File: src/rtl/sim_frame_scheduler.sv
// Frame-loop sequencer for the fluid simulation: debounces the run/step keys, issues ordered
// update/draw start pulses per frame tick, counts finished frames and flags timeouts/overruns.
module sim_frame_scheduler #(
    parameter int DEBOUNCE_CYCLES = 500000,
    parameter int STEP_TIMEOUT    = 1000000,
    parameter int FRAME_CNTW      = 16
) (
    input  logic                  clk,
    input  logic                  rst,
    input  logic                  key_run_n,
    input  logic                  key_step_n,
    input  logic                  frame_tick,
    output logic                  update_start,
    input  logic                  update_done,
    output logic                  draw_start,
    input  logic                  draw_done,
    output logic                  running,
    output logic                  busy,
    output logic [FRAME_CNTW-1:0] frame_count,
    output logic                  timeout_err,
    output logic                  overrun,
    output logic [1:0]            state_dbg
);

    localparam int DBW = $clog2(DEBOUNCE_CYCLES + 1);
    localparam int TW  = $clog2(STEP_TIMEOUT + 1);

    typedef enum logic [1:0] {
        S_IDLE   = 2'd0,
        S_WAIT   = 2'd1,
        S_UPDATE = 2'd2,
        S_DRAW   = 2'd3
    } state_t;

    // Key path: index 0 is the run key, index 1 is the step key.
    logic [1:0]     key_raw;
    logic [1:0]     sync1_q, sync2_q;
    logic [1:0]     deb_q, deb_d;
    logic [DBW-1:0] cnt_q [2];
    logic [DBW-1:0] cnt_d [2];
    logic           run_press, step_press;

    state_t                state_q, state_d;
    logic                  running_q, running_d;
    logic                  step_pend_q, step_pend_d;
    logic                  pause_req_q, pause_req_d;
    logic [TW-1:0]         timer_q, timer_d;
    logic [FRAME_CNTW-1:0] frame_count_q, frame_count_d;
    logic                  timeout_err_q, timeout_err_d;
    logic                  overrun_q, overrun_d;
    logic                  update_start_q, update_start_d;
    logic                  draw_start_q, draw_start_d;
    logic                  timer_expired;

    assign key_raw = {key_step_n, key_run_n};

    // The counter only runs while the synchronized level disagrees with the accepted level,
    // so any sample that agrees again restarts the stability window.
    always_comb begin
        for (int i = 0; i < 2; i++) begin
            deb_d[i] = deb_q[i];
            cnt_d[i] = '0;
            if (sync2_q[i] != deb_q[i]) begin
                if (cnt_q[i] == DBW'(DEBOUNCE_CYCLES - 1)) begin
                    deb_d[i] = sync2_q[i];
                end else begin
                    cnt_d[i] = cnt_q[i] + 1'b1;
                end
            end
        end
    end

    assign run_press  = deb_q[0] & ~deb_d[0];
    assign step_press = deb_q[1] & ~deb_d[1];

    always_ff @(posedge clk or posedge rst) begin
        if (rst) begin
            sync1_q  <= '0;
            sync2_q  <= '0;
            deb_q    <= '0;
            cnt_q[0] <= '0;
            cnt_q[1] <= '0;
        end else begin
            sync1_q  <= key_raw;
            sync2_q  <= sync1_q;
            deb_q    <= deb_d;
            cnt_q[0] <= cnt_d[0];
            cnt_q[1] <= cnt_d[1];
        end
    end

    assign timer_expired = (timer_q == TW'(STEP_TIMEOUT - 1));

    always_comb begin
        state_d        = state_q;
        running_d      = running_q;
        step_pend_d    = step_pend_q;
        pause_req_d    = pause_req_q;
        timer_d        = timer_q;
        frame_count_d  = frame_count_q;
        timeout_err_d  = timeout_err_q;
        overrun_d      = overrun_q;
        update_start_d = 1'b0;
        draw_start_d   = 1'b0;

        unique case (state_q)
            S_IDLE: begin
                if (run_press) begin
                    running_d = 1'b1;
                    state_d   = S_WAIT;
                end else if (step_press) begin
                    step_pend_d = 1'b1;
                    state_d     = S_WAIT;
                end
            end
            S_WAIT: begin
                if (run_press && running_q) begin
                    running_d = 1'b0;
                    state_d   = S_IDLE;
                end else if (frame_tick) begin
                    update_start_d = 1'b1;
                    timer_d        = '0;
                    state_d        = S_UPDATE;
                end
            end
            S_UPDATE, S_DRAW: begin
                timer_d = timer_q + 1'b1;
                if (run_press) begin
                    pause_req_d = 1'b1;
                end
                if (frame_tick) begin
                    overrun_d = 1'b1;
                end
                // A done coinciding with our own start pulse belongs to an earlier request.
                if (state_q == S_UPDATE && update_done && !update_start_q) begin
                    draw_start_d = 1'b1;
                    timer_d      = '0;
                    state_d      = S_DRAW;
                end else if (state_q == S_DRAW && draw_done && !draw_start_q) begin
                    frame_count_d = frame_count_q + 1'b1;
                    timer_d       = '0;
                    if (step_pend_q || pause_req_d) begin
                        step_pend_d = 1'b0;
                        pause_req_d = 1'b0;
                        running_d   = 1'b0;
                        state_d     = S_IDLE;
                    end else begin
                        state_d = S_WAIT;
                    end
                end else if (timer_expired) begin
                    timeout_err_d = 1'b1;
                    running_d     = 1'b0;
                    step_pend_d   = 1'b0;
                    pause_req_d   = 1'b0;
                    timer_d       = '0;
                    state_d       = S_IDLE;
                end
            end
            default: state_d = S_IDLE;
        endcase
    end

    always_ff @(posedge clk or posedge rst) begin
        if (rst) begin
            state_q        <= S_IDLE;
            running_q      <= 1'b0;
            step_pend_q    <= 1'b0;
            pause_req_q    <= 1'b0;
            timer_q        <= '0;
            frame_count_q  <= '0;
            timeout_err_q  <= 1'b0;
            overrun_q      <= 1'b0;
            update_start_q <= 1'b0;
            draw_start_q   <= 1'b0;
        end else begin
            state_q        <= state_d;
            running_q      <= running_d;
            step_pend_q    <= step_pend_d;
            pause_req_q    <= pause_req_d;
            timer_q        <= timer_d;
            frame_count_q  <= frame_count_d;
            timeout_err_q  <= timeout_err_d;
            overrun_q      <= overrun_d;
            update_start_q <= update_start_d;
            draw_start_q   <= draw_start_d;
        end
    end

    assign update_start = update_start_q;
    assign draw_start   = draw_start_q;
    assign running      = running_q;
    assign busy         = (state_q == S_UPDATE) || (state_q == S_DRAW);
    assign frame_count  = frame_count_q;
    assign timeout_err  = timeout_err_q;
    assign overrun      = overrun_q;
    assign state_dbg    = state_q;

endmodule
File: config.mk
export PLATFORM = sky130hd
export DESIGN_NAME = sim_frame_scheduler
export DESIGN_NICKNAME = d
export VERILOG_FILES = /design/src/rtl/sim_frame_scheduler.sv
export SDC_FILE = /design/constraint.sdc
export NUM_CORES = 1
export LEC_CHECK = 0
export BUFFER_PORTS_ARGS = -buffer_cell sky130_fd_sc_hd__buf_4
export CORE_MARGIN = 3
export CORE_UTILIZATION = 55
export CTS_BUF_LIST = sky130_fd_sc_hd__clkbuf_8
export DETAILED_ROUTE_END_ITERATION = 16
export GPL_ROUTABILITY_DRIVEN = 0
export HOLD_SLACK_MARGIN = 0.06
export PLACE_DENSITY = 0.8
export REMOVE_ABC_BUFFERS = 1
export SLEW_MARGIN = 20
export SYNTH_ARGS = -nofsm -noshare
export SYNTH_HDL_FRONTEND = slang
export SYNTH_SLANG_ARGS = --single-unit
File: constraint.sdc
create_clock -name clk -period 6.8 [get_ports clk]
set_input_delay 0.34 -clock clk [delete_from_list [all_inputs] [get_ports clk]]
set_output_delay 0.34 -clock clk [all_outputs]
set_load 0.1 [all_outputs]
# Word-level counts from Yosys, hierarchy flattened
# Cells that the tools add are included.
# Widths: inputs -> output; s select.
dict set report classes {
  bitwise_logic 6
  n_eq_ne 20
  magnitude_cmp 0
  n_div 0
  reduce_logical 20
  mux 44
  multipliers 0
  addsub 4
  shifts 0
}
# cell count
set op_table {}
lappend op_table {{$mux 20} 5}
lappend op_table {{$mux 19} 4}
lappend op_table {{$pmux 20 s2} 1}
lappend op_table {{$add 19x1->19 const B} 2}
lappend op_table {{$eq 19x19->1 const B} 2}
lappend op_table {{$mux 1} 24}
lappend op_table {{$add 20x1->20 const B} 1}
lappend op_table {{$eq 20x20->1 const B} 1}
lappend op_table {{$add 16x1->16 const B} 1}
lappend op_table {{$mux 2} 7}
lappend op_table {{$ne 2x2->1 const B} 7}
lappend op_table {{$ne 3x3->1 const B} 4}
lappend op_table {{$reduce_and 3->1} 3}
lappend op_table {{$pmux 2 s3} 1}
lappend op_table {{$reduce_and 6->1} 1}
lappend op_table {{$logic_and 1x1->1} 5}
lappend op_table {{$reduce_and 5->1} 1}
lappend op_table {{$eq 2x2->1 const B} 2}
lappend op_table {{$ne 4x4->1 const B} 1}
lappend op_table {{$not 1->1} 4}
lappend op_table {{$reduce_and 4->1} 1}
lappend op_table {{$reduce_bool 2->1} 2}
lappend op_table {{$pmux 1 s3} 1}
lappend op_table {{$and 1x1->1} 2}
lappend op_table {{8 further kinds} 11}
dict set report totals {
  n_memories 0
  output_inout_bits 24
  latch_bits 0
  ram_bits 0
  rom_bits 0
  inputBits 7
  register_bits 89
}

# Logic depth before layout (Yosys ltp)
dict set report logic_depth {
  depth_word 12
  mapped_depth 7
  mapped_depth_nobuf 6
}

# Worst setup path before layout
# No wires, ideal clock.
dict set report synth_timing {
  path_type {reg2reg}
  startpoint {register cnt_q[14] in the netlist's numbering}
  endpoint {register step_pend_q}
  n_path_buf 0
  path_stages_with_launch 6
  period_less_slack_ps 2425
  arrival_ps 2345
  required_ps 6721
  path_slack_ps 4375
  setup_time_ps 79
  path_cell_list {dfrtp_1 or4_1 or4_4 or4_4 a2111oi_4 a2bb2oi_1}
}
dict set report synth_between {
  elab_chain_len 7
}
# element line_no
set synth_lines {}
lappend synth_lines {{from (decl)} 39} ;# logic [DBW-1:0] cnt_q [2];
lappend synth_lines {{$eq 19x19->1} 64} ;# if (cnt_q[i] == DBW'(DEBOUNCE_CYCLES - 1)) begin
lappend synth_lines {{$mux 1} 64}
lappend synth_lines {{$mux 1} 63} ;# if (sync2_q[i] != deb_q[i]) begin
lappend synth_lines {{$not 1->1} 74} ;# assign step_press = deb_q[1] & ~deb_d[1];
lappend synth_lines {{$and 1x1->1} 74}
lappend synth_lines {{$ne 2x2->1 (no source line)} n/a}
lappend synth_lines {{$reduce_and 6->1 (no source line)} n/a}
lappend synth_lines {{to (signal assigned)} 178} ;# step_pend_q <= step_pend_d;
lappend synth_lines {{to (decl)} 45} ;# logic step_pend_q, step_pend_d;
# Every way passes these cells.
# A chain may end at the register's enable or synchronous reset.

# Worst setup path after layout
dict set report layout_timing {
  startpoint {register cnt_q[19] in the netlist's numbering}
  endpoint {register timer_q[18]}
}
dict set report layout_between {
  elab_chain_len 8
}
# element line_no
set layout_lines {}
lappend layout_lines {{$eq 19x19->1} 64}
lappend layout_lines {{$mux 1} 64}
lappend layout_lines {{$mux 1} 63}
lappend layout_lines {{$not 1->1} 73} ;# assign run_press = deb_q[0] & ~deb_d[0];
lappend layout_lines {{$and 1x1->1} 73}
lappend layout_lines {{$logic_and 1x1->1} 117} ;# if (run_press && running_q) begin
lappend layout_lines {{$ne 2x2->1 (no source line)} n/a}
lappend layout_lines {{$reduce_and 3->1 (no source line)} n/a}
lappend layout_lines {{to (signal assigned)} 180} ;# timer_q <= timer_d;
lappend layout_lines {{to (decl)} 47} ;# logic [TW-1:0] timer_q, timer_d;
# Every way passes these cells.

==> out/results.md <==
| Quantity | This run |
| --- | --- |
| Top_reg_cell synth | dfrtp_1 |
| Clock transition at the registers of the reported paths | 0.09 ns |
| Cell Count, Final, Fillers Out | 563 |
| Asr flop ratio synth | 100% |
| Most common library cell in the layout ignoring fill and taps | dfrtp_1 |
| Initial antenna violation count | 0 |
| Number of register bits inferred by synthesis | 89 |
| Most used cells in the layout excluding fill and tap cells | dfrtp_1, nor2_1, nand2_1 |
| Data arrival time of the critical path | 3.20 ns |
| Finished layout cell area | 4840 µm² |
| Areal power density over the cells | 288 nW/µm² |
| HP Class | in -> reg |
| Top fanout value on the critical path | 16 |
| Number of setup violations in the final report | 0 |
| End point of the critical path | timer_q[18]$_DFFE_PP0P_ |
| CTS Buf Count | 9 |
| Fraction of layout cells with a size suffix above 1 | 13.8% |
| Core area | 7450 µm² |
| Nature of the critical path startpoint | flop |
| Distinct cells, synth | 54 |
| TritonCTS clock tree | yes |
| Hold-critical path depth | 1 |
| Count of filler cells inserted in the layout | 611 |
| Average size of a mapped cell | 10.2 µm² |
| Max Transition Viols Final | 0 |
| CP Capture Type | flop |
| Overflow left after global routing | 0 |
| Mean number of vias per cell | 5.74 |
| Floorplan die width | 94.8 µm |
| Largest net degree at the start of global routing | 90 |
| Clock Skews | 0.00917 ns |
| Final Routed Wirelength | 8200 µm |
| Final layout net count | 470 |
| RSZ-0062 raised after global routing | no |
| Req. time, crit path | 7.06 ns |
| Total placed instance area | 4640 µm² |
| Violation count after the first detailed-route iteration | 187 |
| Die Outline Area | 9000 µm² |
| Launching point of the worst reg2reg path | cnt_q[19]$_DFF_PP0_ |
| Final hold vios | 0 |
| Number of sinks on the clock net | 89 |
| Worst setup slack for register-to-register paths | 3.86 ns |
| Height of the die | 94.8 µm |
| Total instance count after detailed placement | 547 |
| Cell area after technology mapping | 4340 µm² |
| Count of flip-flops with a built-in enable after synthesis | 0 |
| Outcome | finished, final reports clean |
| Diode count | 0 |
| Port-buffer cells | 30 |
| Worst VDD drop | 138 µV |
| Clock tree root buffer cell | clkbuf_8 |
| Cell depth of the worst flop-to-flop path | 6 |
| Share of the clock period used by the worst path after layout | 43.2% |
| Hold_buf cts | 0 |
| Total routing resource utilization after global routing | 19.7% |
| Count of pins on the block boundary | 31 |
| Post-DP HPWL | 5720 µm |
| Leak pwr | 2.08 nW |
| H-tree Lvls | 3 |
| DRC Markers | 0 |
| Initial Util | 58.3% |
| Tightest slew margin relative to the limit | 29.3% |
| Number of cell rows | 31 |
| Maximum buffer depth of the clock tree | 2 |
| Critical Path Start | cnt_q[19]$_DFF_PP0_ |
| First-pass iteration count of the detailed router | 4 |
| Sequential cell area fraction in the yosys report | 51.3% |
| Remaining antenna violation count | 0 |
| Via total after detailed routing | 3234 |
| Mean routed wirelength per cell | 14.6 µm |
| Clock latency reported for the late side of the worst-skew pair | 0.36 ns |
| WS Path Type | reg -> reg |
| Destination of the worst register-to-register timing path | timer_q[18]$_DFFE_PP0P_ |
| Instance count of the mapped netlist | 427 |
| Resized Gates After CTS | 0 |
| First-pass GRT wire length | 14000 µm |
| Power after layout | 1.40 mW |
| Fmax | 0.340 GHz |
| Via count of the first global-routing pass | 3089 |
| Fin Setup TNS | 0 ns |
| Fin crit period | 2.94 ns |
| Synth warn | 0 |
| Area Overhead vs Synth | 11.6% |
| Number of max-cap violations | 0 |
| Measured slew at the worst slew-check pin | 1.06 ns |
| Setup repair bufs after CTS | 0 |
sequential cells by signal (all words and copies together) (netlist names):
name and flops:
cnt_q 38, deb_q 2, draw_start 1, frame_count 16, overrun 1, pause_req_q 1, running 1, state_dbg 2
step_pend_q 1, sync1_q 2, sync2_q 2, timeout_err 1, timer_q 20, update_start 1
synthesized netlist by cell type (all sizes together) (2+ instances only):
library cell	count	area share (%)
nor4b	3	0.61
dfrtp	89	51
a31oi	6	0.86
or3	2	0.29
nand3	21	2.4
or4	8	1.6
a22o	3	0.61
a21o	3	0.52
ha	4	1.2
nor4	6	1.0
o31ai	7	1.2
nand2b	2	0.29
a21oi	17	2.0
inv	10	0.86
nor2	63	5.4
mux2	3	0.78
and4	7	1.4
mux2i	5	1.2
clkbuf	10	1.3
nand4b	2	0.40
nand2	34	2.9
nand4	14	2.2
and2	3	0.43
o21bai	2	0.35
or2b	3	0.61
nor3b	2	0.35
or2	2	0.29
xor2	23	4.6
xnor2	28	5.6
nor4bb	3	0.69
o21ai	8	0.92
buf	2	0.29
a211oi	2	0.35
nor3	15	2.0
and3	5	0.72
worst min-delay path by stage:
stage	slack [ns]	start	end
CTS	0.07	key_run_n	sync1_q[0]$_DFF_PP0_
global route	0.07	key_run_n	sync1_q[0]$_DFF_PP0_
detailed placement	0.35	sync1_q[0]$_DFF_PP0_	sync2_q[0]$_DFF_PP0_
global placement	0.33	sync1_q[0]$_DFF_PP0_	sync2_q[0]$_DFF_PP0_
finish	0.08	key_run_n	sync1_q[0]$_DFF_PP0_
floorplan	0.33	sync1_q[0]$_DFF_PP0_	sync2_q[0]$_DFF_PP0_
critical path: stages (launching register included):
cell and delay [ns]:
dfrtp_1 0.39, ha_1 0.21, and4_1 0.24, nand4_2 0.27, o21bai_1 0.92, nor2_1 0.43
nor4_1 0.37
report_power, final:
| part | switching [mW] | total [mW] | internal [mW] |
|---|---|---|---|
| sequential | 0.0592 | 0.626 | 0.566 |
| clock | 0.192 | 0.362 | 0.170 |
| combinational | 0.303 | 0.408 | 0.104 |
| total | 0.555 | 1.40 | 0.840 |
per-layer routing:
metal	global-route usage, %	share of wire (%)	up-vias
li1	-	-	1566
met1	25.5	45	1602
met2	32.6	49	52
met3	4.14	3.1	14
met4	7.57	2.2	0
met5	0	0	-
stage by stage:
| stage | util (%) | hold slack [ns] | setup slack, ns |
|---|---|---|---|
| 2_1_floorplan | - | 0.331 | 3.23 |
| 3_3_place_gp | 62.4 | 0.334 | 4.07 |
| 6_report | 65.0 | 0.0804 | 3.86 |
| 3_5_place_dp | 62.4 | 0.346 | 3.86 |
| 5_1_grt | 65.0 | 0.0712 | 3.62 |
| 4_1_cts | 65.0 | 0.0744 | 3.85 |
cells by family after synthesis:
group,Yosys count,synth area share [%]
buf+inv,22,2.48
xor+xnor,51,10.3
mux,8,1.93
compound gates,54,8.36
fa+ha+maj,4,1.15
simple gates,199,24.5
flops,89,51.3
area by class of cell:
type,instances,area [µm²],share of cell area (%)
clock inverter,7,71.3,1.47
tap,99,124,2.56
multi-input combinational,316,2010,41.4
sequential,89,2230,46.0
inverter,10,38.8,0.801
timing repair buffer,33,251,5.19
clock buffer,9,124,2.56
No activity file was read; power rests on OpenSTA's default activity.
